### config.mk
export PLATFORM = sky130hd
export DESIGN_NAME = alu_mul_sequencer
export DESIGN_NICKNAME = d
export VERILOG_FILES = /design/src/rtl/alu_ctrl_pkg.sv /design/src/rtl/alu_mul_sequencer.sv
export SDC_FILE = /design/constraint.sdc
export NUM_CORES = 1
export LEC_CHECK = 0
export BUFFER_PORTS_ARGS = -buffer_cell sky130_fd_sc_hd__buf_2
export CORE_ASPECT_RATIO = 2
export CORE_MARGIN = 2
export CORE_UTILIZATION = 35
export CTS_BUF_LIST = sky130_fd_sc_hd__clkbuf_2
export CTS_CLUSTER_SIZE = 10
export DETAILED_ROUTE_END_ITERATION = 6
export PLACE_DENSITY = 0.64
export SETUP_SLACK_MARGIN = 0.5
export SLEW_MARGIN = 15
export SYNTH_ARGS = -nofsm -noshare
export SYNTH_HDL_FRONTEND = slang
export SYNTH_SLANG_ARGS = --single-unit
### constraint.sdc
create_clock -name clk -period 4.65 [get_ports clk]
set_input_delay 0.93 -clock clk [delete_from_list [all_inputs] [get_ports clk]]
set_output_delay 0.93 -clock clk [all_outputs]
set_load 0.02 [all_outputs]
### src/rtl/alu_ctrl_pkg.sv
// Shared ALU control definitions: opcode encodings and the multiply sequencer state type.
package alu_ctrl_pkg;

  localparam logic [3:0] ALU_AND = 4'b0000;
  localparam logic [3:0] ALU_ADD = 4'b0010;
  localparam logic [3:0] ALU_SUB = 4'b0011;
  localparam logic [3:0] ALU_EQ  = 4'b1000;

  typedef enum logic [1:0] {
    IDLE = 2'd0,
    RUN  = 2'd1,
    DONE = 2'd2
  } mulseq_state_t;

endpackage

### src/rtl/alu_mul_sequencer.sv
// Shift-and-add multiplier controller that borrows the shared ALU for one ADD per cycle
// while busy, producing the low DATA_WIDTH bits of in_a*in_b.
module alu_mul_sequencer
  import alu_ctrl_pkg::*;
#(
  parameter int DATA_WIDTH    = 32,
  parameter int OPCODE_LENGTH = 4
) (
  input  logic                     clk,
  input  logic                     reset,
  input  logic                     in_valid,
  output logic                     in_ready,
  input  logic [DATA_WIDTH-1:0]    in_a,
  input  logic [DATA_WIDTH-1:0]    in_b,
  output logic [DATA_WIDTH-1:0]    alu_src_a,
  output logic [DATA_WIDTH-1:0]    alu_src_b,
  output logic [OPCODE_LENGTH-1:0] alu_operation,
  input  logic [DATA_WIDTH-1:0]    alu_result,
  output logic                     out_valid,
  input  logic                     out_ready,
  output logic [DATA_WIDTH-1:0]    out_product,
  output logic                     busy
);

  localparam int CW = $clog2(DATA_WIDTH) + 1;
  localparam logic [CW-1:0] LAST_COUNT = CW'(DATA_WIDTH - 1);

  mulseq_state_t         r_state;
  mulseq_state_t         w_next_state;
  logic [DATA_WIDTH-1:0] r_acc;
  logic [DATA_WIDTH-1:0] r_mcand;
  logic [DATA_WIDTH-1:0] r_mplier;
  logic [CW-1:0]         r_count;

  always_ff @(posedge clk or posedge reset) begin
    if (reset) begin
      r_state <= IDLE;
    end else begin
      r_state <= w_next_state;
    end
  end

  always_ff @(posedge clk or posedge reset) begin
    if (reset) begin
      r_acc    <= '0;
      r_mcand  <= '0;
      r_mplier <= '0;
      r_count  <= '0;
    end else begin
      case (r_state)
        IDLE: begin
          if (in_valid) begin
            r_acc    <= '0;
            r_mcand  <= in_a;
            r_mplier <= in_b;
            r_count  <= '0;
          end
        end
        RUN: begin
          // Fixed DATA_WIDTH iterations; no early exit when the multiplier runs out of ones.
          if (r_mplier[0]) begin
            r_acc <= alu_result;
          end
          r_mcand  <= r_mcand << 1;
          r_mplier <= r_mplier >> 1;
          r_count  <= r_count + 1'b1;
        end
        default: ;
      endcase
    end
  end

  always_comb begin
    w_next_state  = r_state;
    in_ready      = 1'b0;
    out_valid     = 1'b0;
    out_product   = '0;
    busy          = 1'b0;
    alu_src_a     = '0;
    alu_src_b     = '0;
    alu_operation = OPCODE_LENGTH'(ALU_ADD);
    case (r_state)
      IDLE: begin
        in_ready = 1'b1;
        if (in_valid) begin
          w_next_state = RUN;
        end
      end
      RUN: begin
        busy      = 1'b1;
        alu_src_a = r_acc;
        alu_src_b = r_mcand;
        if (r_count == LAST_COUNT) begin
          w_next_state = DONE;
        end
      end
      DONE: begin
        out_valid   = 1'b1;
        out_product = r_acc;
        if (out_ready) begin
          w_next_state = IDLE;
        end
      end
      default: begin
        w_next_state = IDLE;
      end
    endcase
  end

endmodule

==> results of run 1 <==
[critical path: stages (launching register included)]
cell,delay [ps]
sky130_fd_sc_hd__dfrtp_4,860
sky130_fd_sc_hd__nand2b_2,320
sky130_fd_sc_hd__inv_4,560
sky130_fd_sc_hd__and2_1,220
sky130_fd_sc_hd__buf_2,160
[area by class of cell]
type,count,area share [%]
flip-flops and latches,104,37.91
clock inverters,5,1.545
inverters,5,0.3453
well taps,204,3.707
clock buffers,10,0.7269
diodes,4,0.1454
multi-input cells,473,40.25
repair buffers,207,15.37
[metrics by stage]
| step | setup WS, ps | utilization [%] |
|---|---|---|
| 2_1_floorplan | 987.8 | - |
| 3_3_place_gp | 1340 | 41.50 |
| 3_5_place_dp | 1304 | 41.50 |
| 4_1_cts | 577.9 | 42.46 |
| 5_1_grt | 710.4 | 42.54 |
| 6_report | 1013 | 42.54 |
[power breakdown]
part | switching, W | internal [W] | total (W)
logic | 0.00121 | 0.000751 | 0.00196
registers | 0.000386 | 0.00131 | 0.00169
clock network | 0.000303 | 0.000231 | 0.000535
total | 0.00190 | 0.00229 | 0.00419
[synth_stat cells]
cell type,instances
sky130_fd_sc_hd__a41oi_1,1
sky130_fd_sc_hd__clkbuf_1,25
sky130_fd_sc_hd__nor2b_1,10
sky130_fd_sc_hd__and2_1,88
sky130_fd_sc_hd__and2b_1,4
sky130_fd_sc_hd__mux2i_1,4
sky130_fd_sc_hd__nand3_1,1
sky130_fd_sc_hd__nor2b_4,1
sky130_fd_sc_hd__conb_1,2
sky130_fd_sc_hd__a22o_1,2
sky130_fd_sc_hd__nand2b_2,1
sky130_fd_sc_hd__dfrtp_1,104
sky130_fd_sc_hd__nor3b_1,1
sky130_fd_sc_hd__a22oi_1,12
sky130_fd_sc_hd__and3_1,1
sky130_fd_sc_hd__buf_1,1
sky130_fd_sc_hd__buf_2,20
sky130_fd_sc_hd__o31ai_1,30
sky130_fd_sc_hd__a211o_1,1
sky130_fd_sc_hd__o21ai_0,80
sky130_fd_sc_hd__nor2_1,6
sky130_fd_sc_hd__xor2_1,1
sky130_fd_sc_hd__inv_2,1
sky130_fd_sc_hd__clkbuf_2,3
sky130_fd_sc_hd__and3b_1,50
sky130_fd_sc_hd__o21bai_2,1
sky130_fd_sc_hd__o21ai_1,19
sky130_fd_sc_hd__a21oi_1,63
sky130_fd_sc_hd__nand4_1,1
sky130_fd_sc_hd__buf_6,6
sky130_fd_sc_hd__nand2b_1,1
sky130_fd_sc_hd__ha_1,1
sky130_fd_sc_hd__nand2_1,87
sky130_fd_sc_hd__buf_4,10
sky130_fd_sc_hd__inv_1,4
sky130_fd_sc_hd__a2bb2oi_1,1
sky130_fd_sc_hd__mux2i_4,1
[sequential cells by signal (all words and copies together) (netlist names)]
name and flops:
r_mcand 32, r_acc 32, r_mplier 32, r_state 2
r_count 6
[how the worst max path moves through the flow]
| stage | start | end | cells after the start | slack (ps) |
|---|---|---|---|---|
| 3_5_place_dp | r_state[0]$_DFFE_PP0P_ | alu_src_a[24] | 4 | 1300 |
| 3_3_place_gp | r_state[1]$_DFFE_PP0P_ | alu_src_a[24] | 4 | 1340 |
| 4_1_cts | r_state[1]$_DFFE_PP0P_ | alu_src_a[24] | 4 | 580 |
| 6_report | r_state[0]$_DFFE_PP0P_ | alu_src_b[21] | 4 | 1010 |
| 2_1_floorplan | reset | r_acc[0]$_DFFE_PP0P_ | 1 | 990 |
| 5_1_grt | r_state[0]$_DFFE_PP0P_ | alu_src_b[18] | 4 | 710 |
[kinds of logic after synthesis]
kind of cell / count (synthesis) / share of synthesized area (%)
fa+ha+maj: 1 / 0.2182
buf+inv: 70 / 6.525
mux: 5 / 1.091
flops: 104 / 45.40
other cells: 2 / 0.1310
xor+xnor: 1 / 0.1528
simple gates: 252 / 25.88
compound gates: 210 / 20.60
[layer usage]
layer	vias up	wire [um]	track usage [%]	share of wire (%)
met5	-	0	0	0
met4	0	415	6.957	2.8
met1	2286	6137	20.63	42
met3	25	612	2.156	4.1
met2	138	7602	29.66	51
li1	2516	-	-	-
==> results.md, run 1 <==
- Outcome: complete, no violations
- Number of search-and-repair iterations in the first detailed-routing pass: 4
- Post-DR wirelength/cell: 14.59 um
- Slew margin rel.: 25.52%
- HPWL reported at the end of detailed placement: 10050 um
- Instance count after placement with tap cells included: 993
- Cell at the root of the clock tree: sky130_fd_sc_hd__clkbuf_2
- Number of CTS-inserted buffers: 9
- Ratio of total power to cell area: 608.9 nW/um^2
- Cell count after synthesis: 645
- Post-synth top area share: 45.40%
- Die span in y: 185.0 um
- Post-cts resize count: 0
- Total Negative Setup Slacks: 0 ps
- Mean number of vias per cell: 4.906
- Clock tree skew after final layout: 32.17 ps
- Std cell rows: 66
- Category of the most critical setup path: register to output pin
- Shortest period the worst path allows: 3637 ps
- Insertion delay of the later-clocked pin in the worst-skew pair: 580 ps
- Number of fill cells: 1750
- Total count of hold-check failures in the final report: 0
- GRT Resource Usage Total: 16.91%
- Clk sink count: 104
- Pin count of the biggest net entering global routing: 81
- Residual antenna-violating net count after detailed routing: 0
- Top post-synthesis cells by area: sky130_fd_sc_hd__dfrtp_1 (45%), sky130_fd_sc_hd__and2_1 (9.6%), sky130_fd_sc_hd__and3b_1 (7.6%)
- Placeable core area: 16190 um^2
- DRC Markers: 0
- Peak Freq: 0.2750 GHz
- Die outline width: 94.50 um
- Number of buffer cells added on primary ports: 198
- Fin nets: 901
- Critical path startpoint category: register
- Area growth from synthesis to final layout: 20.10%
- Distinct cell type count of the synthesized netlist: 37
- Fraction of final layout cells with drive strength greater than 1: 28.61%
- Leading cell types in the layout, fill and taps excluded: sky130_fd_sc_hd__buf_2 (198), sky130_fd_sc_hd__dfrtp_1 (102), sky130_fd_sc_hd__and2_1 (88), sky130_fd_sc_hd__nand2_1 (87), sky130_fd_sc_hd__o21ai_0 (80)
- Slew at the pin closest to its max-slew limit: 1094 ps
- Finished Layout Cells: 1012
- RSZ-0062 raised after global routing: false
- Most common library cell in the layout ignoring fill and taps: sky130_fd_sc_hd__buf_2
- Dpl cell area: 6716 um^2
- Number of global-route vias before repair: 4668
- Peak fanout along the critical path: 80
- Data required time at the worst endpoint: 3720 ps
- Flip-flop and latch area: 2610 um^2
- Total of hold buffers inserted after clock tree synthesis: 0
- Max-cap violations: 0
- Multi-input gate area in the final layout: 2771 um^2
- Number of H-tree branching levels: 3
- Final period util: 78.21%
- Number of antenna violations at the first check in global routing: 4
- GR Overflow Total: 0
- Setup slack of the most critical reg-to-reg path: 1970 ps
- Minimum hold slack: 265.5 ps
- Number of warnings reported in the yosys synthesis log: 0
- Area of the die: 17480 um^2
- Routed Wire Length: 14770 um
- Type of destination of the critical path: output pin
- Final-report setup violation count: 0
- IR drop worst, VDD: 0.0002384 V
- Io pins: 203
- Synth area leader: sky130_fd_sc_hd__dfrtp_1
- Setup repair bufs after CTS: 0
- Origin of the critical flop-to-flop path: r_state[1]$_DFFE_PP0P_
- R2R Path End: r_count[2]$_DFFE_PP0P_
- Leakage power summed over all cells: 3.567 nW
- Clock-pin slew of the registers on the worst-case setup and hold paths: 280 ps
- Count of state elements after synthesis: 104
- Path class of the lowest-slack min-delay path: input pin to async pin
- Number of cells on the worst reg-to-reg path: 5
- CTS tree: built
- Effective utilization at floorplan: 35.42%
- Worst path arrival time: 2710 ps
- Total power consumption of the routed design: 0.004192 W
- Post-Layout Inst Area: 6885 um^2
- Mean area per synthesized cell: 8.888 um^2
- Vias: 4965
- Synth Cell Area: 5733 um^2
- First-pass GRT wire length: 23370 um
- Violation count after the first detailed-route iteration: 231
- Share of synthesized area occupied by flip-flops and latches: 45.40%
- Count of final max-slew check failures: 0
- Routability Congestion: 0.7969
- Bufs on Longest Clock Path: 2
Note: power is estimated with default switching activity, not from simulation.
==> run 2: changes to the inputs <==
ABC_AREA = 1   (was default)
PLACE_DENSITY = 0.65   (was 0.64)
clock period = 3.6 ns   (was 4.65 ns; I/O delays follow)
==> run 2 against run 1 <==
  * Worst setup slack lost 210 ps
  * Non-clock buffer count grew 1
  * Sequential share of layout area grew 3.4 points
  * Via count shrank 1.2%
  * Critical endpoint is now alu_src_b[8]
  * Highest routed layer unchanged
==> results.md, run 2 <==
- DRC Markers: 0 (unchanged)
- Area growth from synthesis to final layout: 23.35%
- Number of H-tree branching levels: 3 (unchanged)
- RSZ-0062 raised after global routing: false
- R2R Path End: r_mplier[9]$_DFFE_PP0P_
- Number of CTS-inserted buffers: 9 (unchanged)
- Setup slack of the most critical reg-to-reg path: 1360 ps (-610 ps)
- Top flop regs: r_acc: 32 flops, r_mcand: 32 flops, r_mplier: 32 flops
- Cell count after synthesis: 687 (+6.5%)
- Synth Cell Area: 5106 um^2 (-11%)
- Slew margin rel.: 37.14% (+12 points)
- Share of synthesized area occupied by flip-flops and latches: 50.97% (+5.6 points)
- Die span in y: 174.8 um (-5.5%)
- Post-DR wirelength/cell: 12.91 um (-12%)
- Number of fill cells: 1570 (-10%)
- Residual antenna-violating net count after detailed routing: 0 (unchanged)
- Grt peak-use layer: met2
- Number of cells on the worst reg-to-reg path: 6 (+1)
- Number of search-and-repair iterations in the first detailed-routing pass: 4 (unchanged)
- Fraction of final layout cells with drive strength greater than 1: 27.10% (-1.5 points)
- Final-report setup violation count: 0 (unchanged)
- Routability Congestion: 0.7810 (-2.0%)
- Type of destination of the critical path: output pin
- Clock-pin slew of the registers on the worst-case setup and hold paths: 320 ps (+40 ps)
- Area of the die: 15630 um^2 (-11%)
- Cell with the most instances after synthesis: sky130_fd_sc_hd__nand2_1
- HPWL reported at the end of detailed placement: 9882 um (-1.6%)
- Multi-input gate area in the final layout: 1977 um^2 (-29%)
- Clk sink count: 104 (unchanged)
- Mean area per synthesized cell: 7.433 um^2 (-16%)
- Fin nets: 963 (+6.9%)
- Origin of the critical flop-to-flop path: r_state[1]$_DFFE_PP0P_
- Number of buffer cells added on primary ports: 198 (unchanged)
- Insertion delay of the later-clocked pin in the worst-skew pair: 610 ps (+30 ps)
- Async set-reset flop share out of synthesis: 100.0% (unchanged)
- Leading cell types in the layout, fill and taps excluded: sky130_fd_sc_hd__nand2_1 (232), sky130_fd_sc_hd__buf_2 (198), sky130_fd_sc_hd__nand3_1 (123), sky130_fd_sc_hd__dfrtp_1 (104), sky130_fd_sc_hd__nor2_1 (74)
- Bufs on Longest Clock Path: 2 (unchanged)
- Critical-path top delay cell: sky130_fd_sc_hd__dfrtp_1
- Cell at the root of the clock tree: sky130_fd_sc_hd__clkbuf_2
- Data required time at the worst endpoint: 2880 ps (-840 ps)
- Minimum hold slack: 129.0 ps (-136.6 ps)
- Family with the most delay on the worst path: buffers and inverters
- Vias: 4904 (-1.2%)
- Total Negative Setup Slacks: 0 ps (unchanged)
- Total count of hold-check failures in the final report: 0 (unchanged)
- Peak Freq: 0.3569 GHz
- Mean number of vias per cell: 4.626 (-5.7%)
- Count of state elements after synthesis: 104 (unchanged)
- Grt met3 use: 2.692% (+0.54 points)
- Critical-path cell list: inv_2, nand2_4, buf_4, nor2_1, buf_2
- IR drop worst, VDD: 0.0003535 V (+48%)
- Effective utilization at floorplan: 35.58% (+0.16 points)
- Io pins: 203 (unchanged)
- Number of warnings reported in the yosys synthesis log: 0 (unchanged)
- Violation count after the first detailed-route iteration: 329 (+42%)
- Number of antenna violations at the first check in global routing: 1 (-3)
- Synth area leader: sky130_fd_sc_hd__dfrtp_1
- Shortest period the worst path allows: 2802 ps
- Top post-synthesis cells by area: sky130_fd_sc_hd__dfrtp_1 (51%), sky130_fd_sc_hd__nand2_1 (17%), sky130_fd_sc_hd__nand3_1 (12%)
- Path class of the lowest-slack min-delay path: input pin to async pin
- GR Overflow Total: 0 (unchanged)
- First-pass GRT wire length: 22190 um (-5.0%)
- Count of final max-slew check failures: 0 (unchanged)
- Number of enable-type register cells in the synthesized netlist: 0 (unchanged)
- Met2 capacity usage during global routing: 33.61% (+4.0 points)
- Top_reg_cell synth: sky130_fd_sc_hd__dfrtp_1
- Outcome: complete, no violations
- Slew at the pin closest to its max-slew limit: 941.5 ps (-152.4 ps)
- Pin count of the biggest net entering global routing: 59 (-27%)
- Final period util: 77.83%
- Crit path buf inv count: 3 (+1)
- Ratio of total power to cell area: 791.9 nW/um^2 (+30%)
- Peak fanout along the critical path: 29 (-64%)
- Placeable core area: 14350 um^2 (-11%)
- CTS tree: built
- Critical path startpoint category: register
- Routed Wire Length: 13690 um (-7.3%)
- CP peak stage delay: 530 ps (-330 ps)
- Max-cap violations: 0 (unchanged)
- Most common library cell in the layout ignoring fill and taps: sky130_fd_sc_hd__nand2_1
- List of most frequent post-synthesis cells: sky130_fd_sc_hd__nand2_1 (234), sky130_fd_sc_hd__nand3_1 (123), sky130_fd_sc_hd__dfrtp_1 (104)
- Distinct cell type count of the synthesized netlist: 22 (-41%)
- Total of hold buffers inserted after clock tree synthesis: 0 (unchanged)
- Std cell rows: 62 (-6.1%)
- Met1 usage in global routing: 20.32% (-0.31 points)
- Post-synth top area share: 50.97% (+5.6 points)
- Total power consumption of the routed design: 0.004988 W (+19%)
- Clock tree skew after final layout: 37.62 ps (+5.459 ps)
- Worst path arrival time: 2080 ps (-630 ps)
- Leakage power summed over all cells: 3.721 nW (+4.3%)
- Number of global-route vias before repair: 4587 (-1.7%)
- GRT Resource Usage Total: 17.97% (+1.1 points)
- Die outline width: 89.41 um (-5.4%)
- Category of the most critical setup path: register to output pin
- Flip-flop and latch area: 2603 um^2 (-0.29%)
[run 2: cell count changes after synthesis, moves of 66 or more]
cell,delta
sky130_fd_sc_hd__nand3_1,+122
sky130_fd_sc_hd__and2_1,-88
sky130_fd_sc_hd__o21ai_0,-78
sky130_fd_sc_hd__nor2_1,+68
sky130_fd_sc_hd__inv_1,+66
sky130_fd_sc_hd__nand2_1,+147
[run 2: power breakdown]
group          internal, W  switching, W  total [W]
clock network     0.000101      0.000424   0.000524
logic             0.000789       0.00172    0.00251
registers          0.00167      0.000288    0.00195
total              0.00256       0.00243    0.00499
[run 2: cells by family (layout without fill, tap and decap cells)]
group,Yosys count,after routing,share of synthesized area [%]
fa+ha+maj,1,1,0.2450
flops,104,104,50.97
simple gates,438,438,35.65
buf+inv,121,299,10.66
compound gates,20,20,2.156
other cells,2,5,0.1471
xor+xnor,1,1,0.1716
[run 2: metrics by stage]
stage	util (%)	cell area, um^2	worst slack (ps)	cells
after floorplan	-	5117	1559	689
after global placement	43.07	6181	1157	1042
after detailed placement	43.07	6181	1122	1042
after CTS	43.78	6284	533.5	1058
after global routing	43.89	6299	619.5	1060
final	43.89	6299	798.3	1060
[run 2: area by class of cell]
cell class	instances	share of cell area, %
inverter	75	4.529
timing repair buffer	208	17.32
multi-input combinational	464	31.39
clock buffer	9	0.7151
clock inverter	7	0.8741
antenna	1	0.03973
sequential	104	41.32
tap	192	3.814
[run 2: repair_timing]
item / CTS / global route
buffers inserted: 0 / 1
endpoints found under the setup margin: 3 / 29
gates resized for setup: 1 / 1
pin swaps: 0 / 1
[run 2: worst register-to-register path: stages, from the launching register on]
cell                      delay (ps)
sky130_fd_sc_hd__dfrtp_1         530
sky130_fd_sc_hd__inv_2            80
sky130_fd_sc_hd__nand2_4         260
sky130_fd_sc_hd__nand2_2         300
sky130_fd_sc_hd__inv_2           770
sky130_fd_sc_hd__nand2_1         130
sky130_fd_sc_hd__nand3_1         110
[run 2: how the worst max path moves through the flow]
stage	startpoint	endpoint	cells past startpoint
after detailed placement	r_state[1]$_DFFE_PP0P_	r_mplier[2]$_DFFE_PP0P_	6
after global routing	r_state[1]$_DFFE_PP0P_	alu_src_a[5]	5
after CTS	r_state[1]$_DFFE_PP0P_	alu_src_b[8]	5
final	r_state[1]$_DFFE_PP0P_	alu_src_b[8]	5
after global placement	r_state[1]$_DFFE_PP0P_	r_mplier[9]$_DFFE_PP0P_	6
after floorplan	r_state[1]$_DFFE_PP0P_	alu_src_a[10]	6
[run 2: routing by layer]
metal | wire [um] | vias up
met5 | 0 | -
met1 | 5245 | 2309
met2 | 7700 | 127
met3 | 535 | 9
met4 | 205 | 0
li1 | - | 2459
==> run 3: changes to the inputs <==
PLACE_DENSITY = 0.67   (was 0.65)
clock period = 2.5 ns   (was 3.6 ns; I/O delays follow)
==> run 3 against run 2 <==
  * Sequential cell count is the same
  * Worst setup slack lost 640 ps
  * Final cell count grew 4.4%
  * Hold slack lost 38 ps
  * Register-to-register slack lost 790 ps
  * Cell area grew 25%
  * Total power grew 100%
  * Critical path depth is the same
  * Highest routed layer unchanged
==> results.md, run 3 (synthesis results as in run 2) <==
- Outcome: complete, no violations
- Slew margin rel.: 60.72% (+24 points)
- Family with the most delay on the worst path: buffers and inverters
- First-pass GRT wire length: 24380 um (+9.9%)
- Dpl cell area: 6241 um^2 (+0.97%)
- Peak fanout along the critical path: 9 (-69%)
- Number of fill cells: 1362 (-13%)
- Insertion delay of the later-clocked pin in the worst-skew pair: 580 ps (-30 ps)
- Violation count after the first detailed-route iteration: 215 (-35%)
- Crit path buf inv count: 3 (unchanged)
- Data required time at the worst endpoint: 2000 ps (-880 ps)
- Clk sink count: 104 (unchanged)
- Total power consumption of the routed design: 0.009959 W (+100%)
- DRC Markers: 0 (unchanged)
- Shortest period the worst path allows: 2340 ps
- Number of antenna violations at the first check in global routing: 2 (+1)
- Peak Freq: 0.4273 GHz
- Count of final max-slew check failures: 0 (unchanged)
- Post-DR wirelength/cell: 15.63 um (+21%)
- Post-Layout Inst Area: 7870 um^2 (+25%)
- Fin nets: 1010 (+4.9%)
- Slew at the pin closest to its max-slew limit: 589.2 ps (-352.3 ps)
- Critical-path cell list: buf_4, nand2_2, clkbuf_16, nor2_1, buf_4
- Leading cell types in the layout, fill and taps excluded: sky130_fd_sc_hd__nand2_1 (206), sky130_fd_sc_hd__nand3_1 (123), sky130_fd_sc_hd__buf_2 (108), sky130_fd_sc_hd__dfrtp_1 (103), sky130_fd_sc_hd__buf_4 (63)
- Effective utilization at floorplan: 35.58% (unchanged)
- GRT Resource Usage Total: 20.16% (+2.2 points)
- Critical-path top delay cell: sky130_fd_sc_hd__dfrtp_2
- Clock-pin slew of the registers on the worst-case setup and hold paths: 300 ps (-20 ps)
- CP peak stage delay: 510 ps (-20 ps)
- GR Overflow Total: 0 (unchanged)
- Std cell rows: 62 (unchanged)
- Ratio of total power to cell area: 1265 nW/um^2 (+60%)
- Number of buffer cells added on primary ports: 198 (unchanged)
- HPWL reported at the end of detailed placement: 9647 um (-2.4%)
- Category of the most critical setup path: register to output pin
- Pin count of the biggest net entering global routing: 105 (+78%)
- RSZ-0062 raised after global routing: true
- Number of global-route vias before repair: 4947 (+7.8%)
- Placeable core area: 14350 um^2 (unchanged)
- Worst path arrival time: 1840 ps (-240 ps)
- Final period util: 93.61%
- Number of H-tree branching levels: 3 (unchanged)
- IR drop worst, VDD: 0.0005390 V (+52%)
- Bufs on Longest Clock Path: 2 (unchanged)
- Type of destination of the critical path: output pin
- Total Negative Setup Slacks: 0 ps (unchanged)
- Path class of the lowest-slack min-delay path: input pin to register
- CTS tree: built
- Die outline width: 89.41 um (unchanged)
- Most frequent cell on the critical path: sky130_fd_sc_hd__buf_4
- Final-report setup violation count: 0 (unchanged)
- Max-cap violations: 0 (unchanged)
- Critical path startpoint category: register
- Core occupancy in the finished layout: 54.84% (+11 points)
- Clock tree skew after final layout: 48.51 ps (+10.89 ps)
- Io pins: 203 (unchanged)
- Area growth from synthesis to final layout: 54.13%
- Number of search-and-repair iterations in the first detailed-routing pass: 5 (+1)
- Routability Congestion: 0.8106 (+3.8%)
- Top flop regs: r_acc: 32 flops, r_mcand: 32 flops, r_mplier: 32 flops
- Routed Wire Length: 17300 um (+26%)
- Die span in y: 174.8 um (unchanged)
- Area of the die: 15630 um^2 (unchanged)
- Most common library cell in the layout ignoring fill and taps: sky130_fd_sc_hd__nand2_1
- Leakage power summed over all cells: 4.238 nW (+14%)
- Number of CTS-inserted buffers: 9 (unchanged)
- Cell at the root of the clock tree: sky130_fd_sc_hd__clkbuf_2
- Residual antenna-violating net count after detailed routing: 0 (unchanged)
- Vias: 5298 (+8.0%)
- Mean number of vias per cell: 4.786 (+3.4%)
- Fraction of final layout cells with drive strength greater than 1: 39.65% (+13 points)
- Total count of hold-check failures in the final report: 0 (unchanged)
-- run 3: layer usage --
layer | share of wire, % | routed length, um | track usage (%)
met1 | 36 | 6148 | 22.58
met2 | 56 | 9750 | 36.05
met3 | 3.6 | 625 | 2.787
met4 | 4.5 | 772 | 9.639
met5 | 0 | 0 | 0
-- run 3: power breakdown --
group / total [W] / switching [W] / internal (W)
Clock: 0.000834 / 0.000590 / 0.000244
Sequential: 0.00288 / 0.000479 / 0.00240
Combinational: 0.00624 / 0.00342 / 0.00282
Total: 0.00996 / 0.00449 / 0.00547
-- run 3: timing repair --
item                       in CTS  in global routing
setup endpoints to repair      98                131
pin swaps                       1                  2
hold buffers                    1                  0
cloned                          7                  9
resized for setup             156                128
buffers inserted               20                  8
hold endpoints to repair       34                  0
-- run 3: cell type report --
cell class | count | area [um^2] | area share (%)
Antenna cell | 2 | 5.005 | 0.06359
Clock buffer | 10 | 50.05 | 0.6359
Clock inverter | 5 | 65.06 | 0.8267
Inverter | 75 | 287.8 | 3.657
Multi-Input combinational cell | 465 | 2328 | 29.59
Sequential cell | 104 | 2604 | 33.08
Tap cell | 192 | 240.2 | 3.052
Timing Repair Buffer | 254 | 2290 | 29.09
-- run 3: worst paths after layout --
path / start / endpoint / slack, ps / cells past startpoint
max in group asynchronous: reset / r_mcand[6]$_DFFE_PP0P_ / 1460 / 4
min reg2reg: r_mplier[6]$_DFFE_PP0P_ / r_mplier[5]$_DFFE_PP0P_ / 480 / 2
min: in_a[0] / r_mcand[0]$_DFFE_PP0P_ / 90 / 3
max: r_state[1]$_DFFE_PP0P_ / out_product[7] / 160 / 5
max reg2reg: r_state[0]$_DFFE_PP0P_ / r_acc[14]$_DFFE_PP0P_ / 570 / 12
min in group asynchronous: reset / r_acc[8]$_DFFE_PP0P_ / 560 / 4
-- run 3: per-stage QoR --
| step | hold slack [ps] | worst slack [ps] | std cells |
|---|---|---|---|
| after floorplan | 442.2 | 678.5 | 689 |
| after global placement | 457.6 | 736.2 | 1045 |
| after detailed placement | 459.7 | 721.6 | 1045 |
| after CTS | 22.14 | 131.3 | 1088 |
| after global routing | 17.49 | 49.64 | 1107 |
| final | 91.24 | 159.7 | 1107 |
-- run 3: worst reg2reg max path: stages, from the launching register on --
cell and delay (ps):
sky130_fd_sc_hd__dfrtp_1 480, sky130_fd_sc_hd__inv_2 100, sky130_fd_sc_hd__nor2_4 50, sky130_fd_sc_hd__buf_12 140, sky130_fd_sc_hd__buf_12 120, sky130_fd_sc_hd__buf_16 130, sky130_fd_sc_hd__buf_4 130, sky130_fd_sc_hd__buf_4 160
sky130_fd_sc_hd__nand2_1 130, sky130_fd_sc_hd__nand2_2 110, sky130_fd_sc_hd__buf_12 180, sky130_fd_sc_hd__nand3_1 90, sky130_fd_sc_hd__nand2_1 50
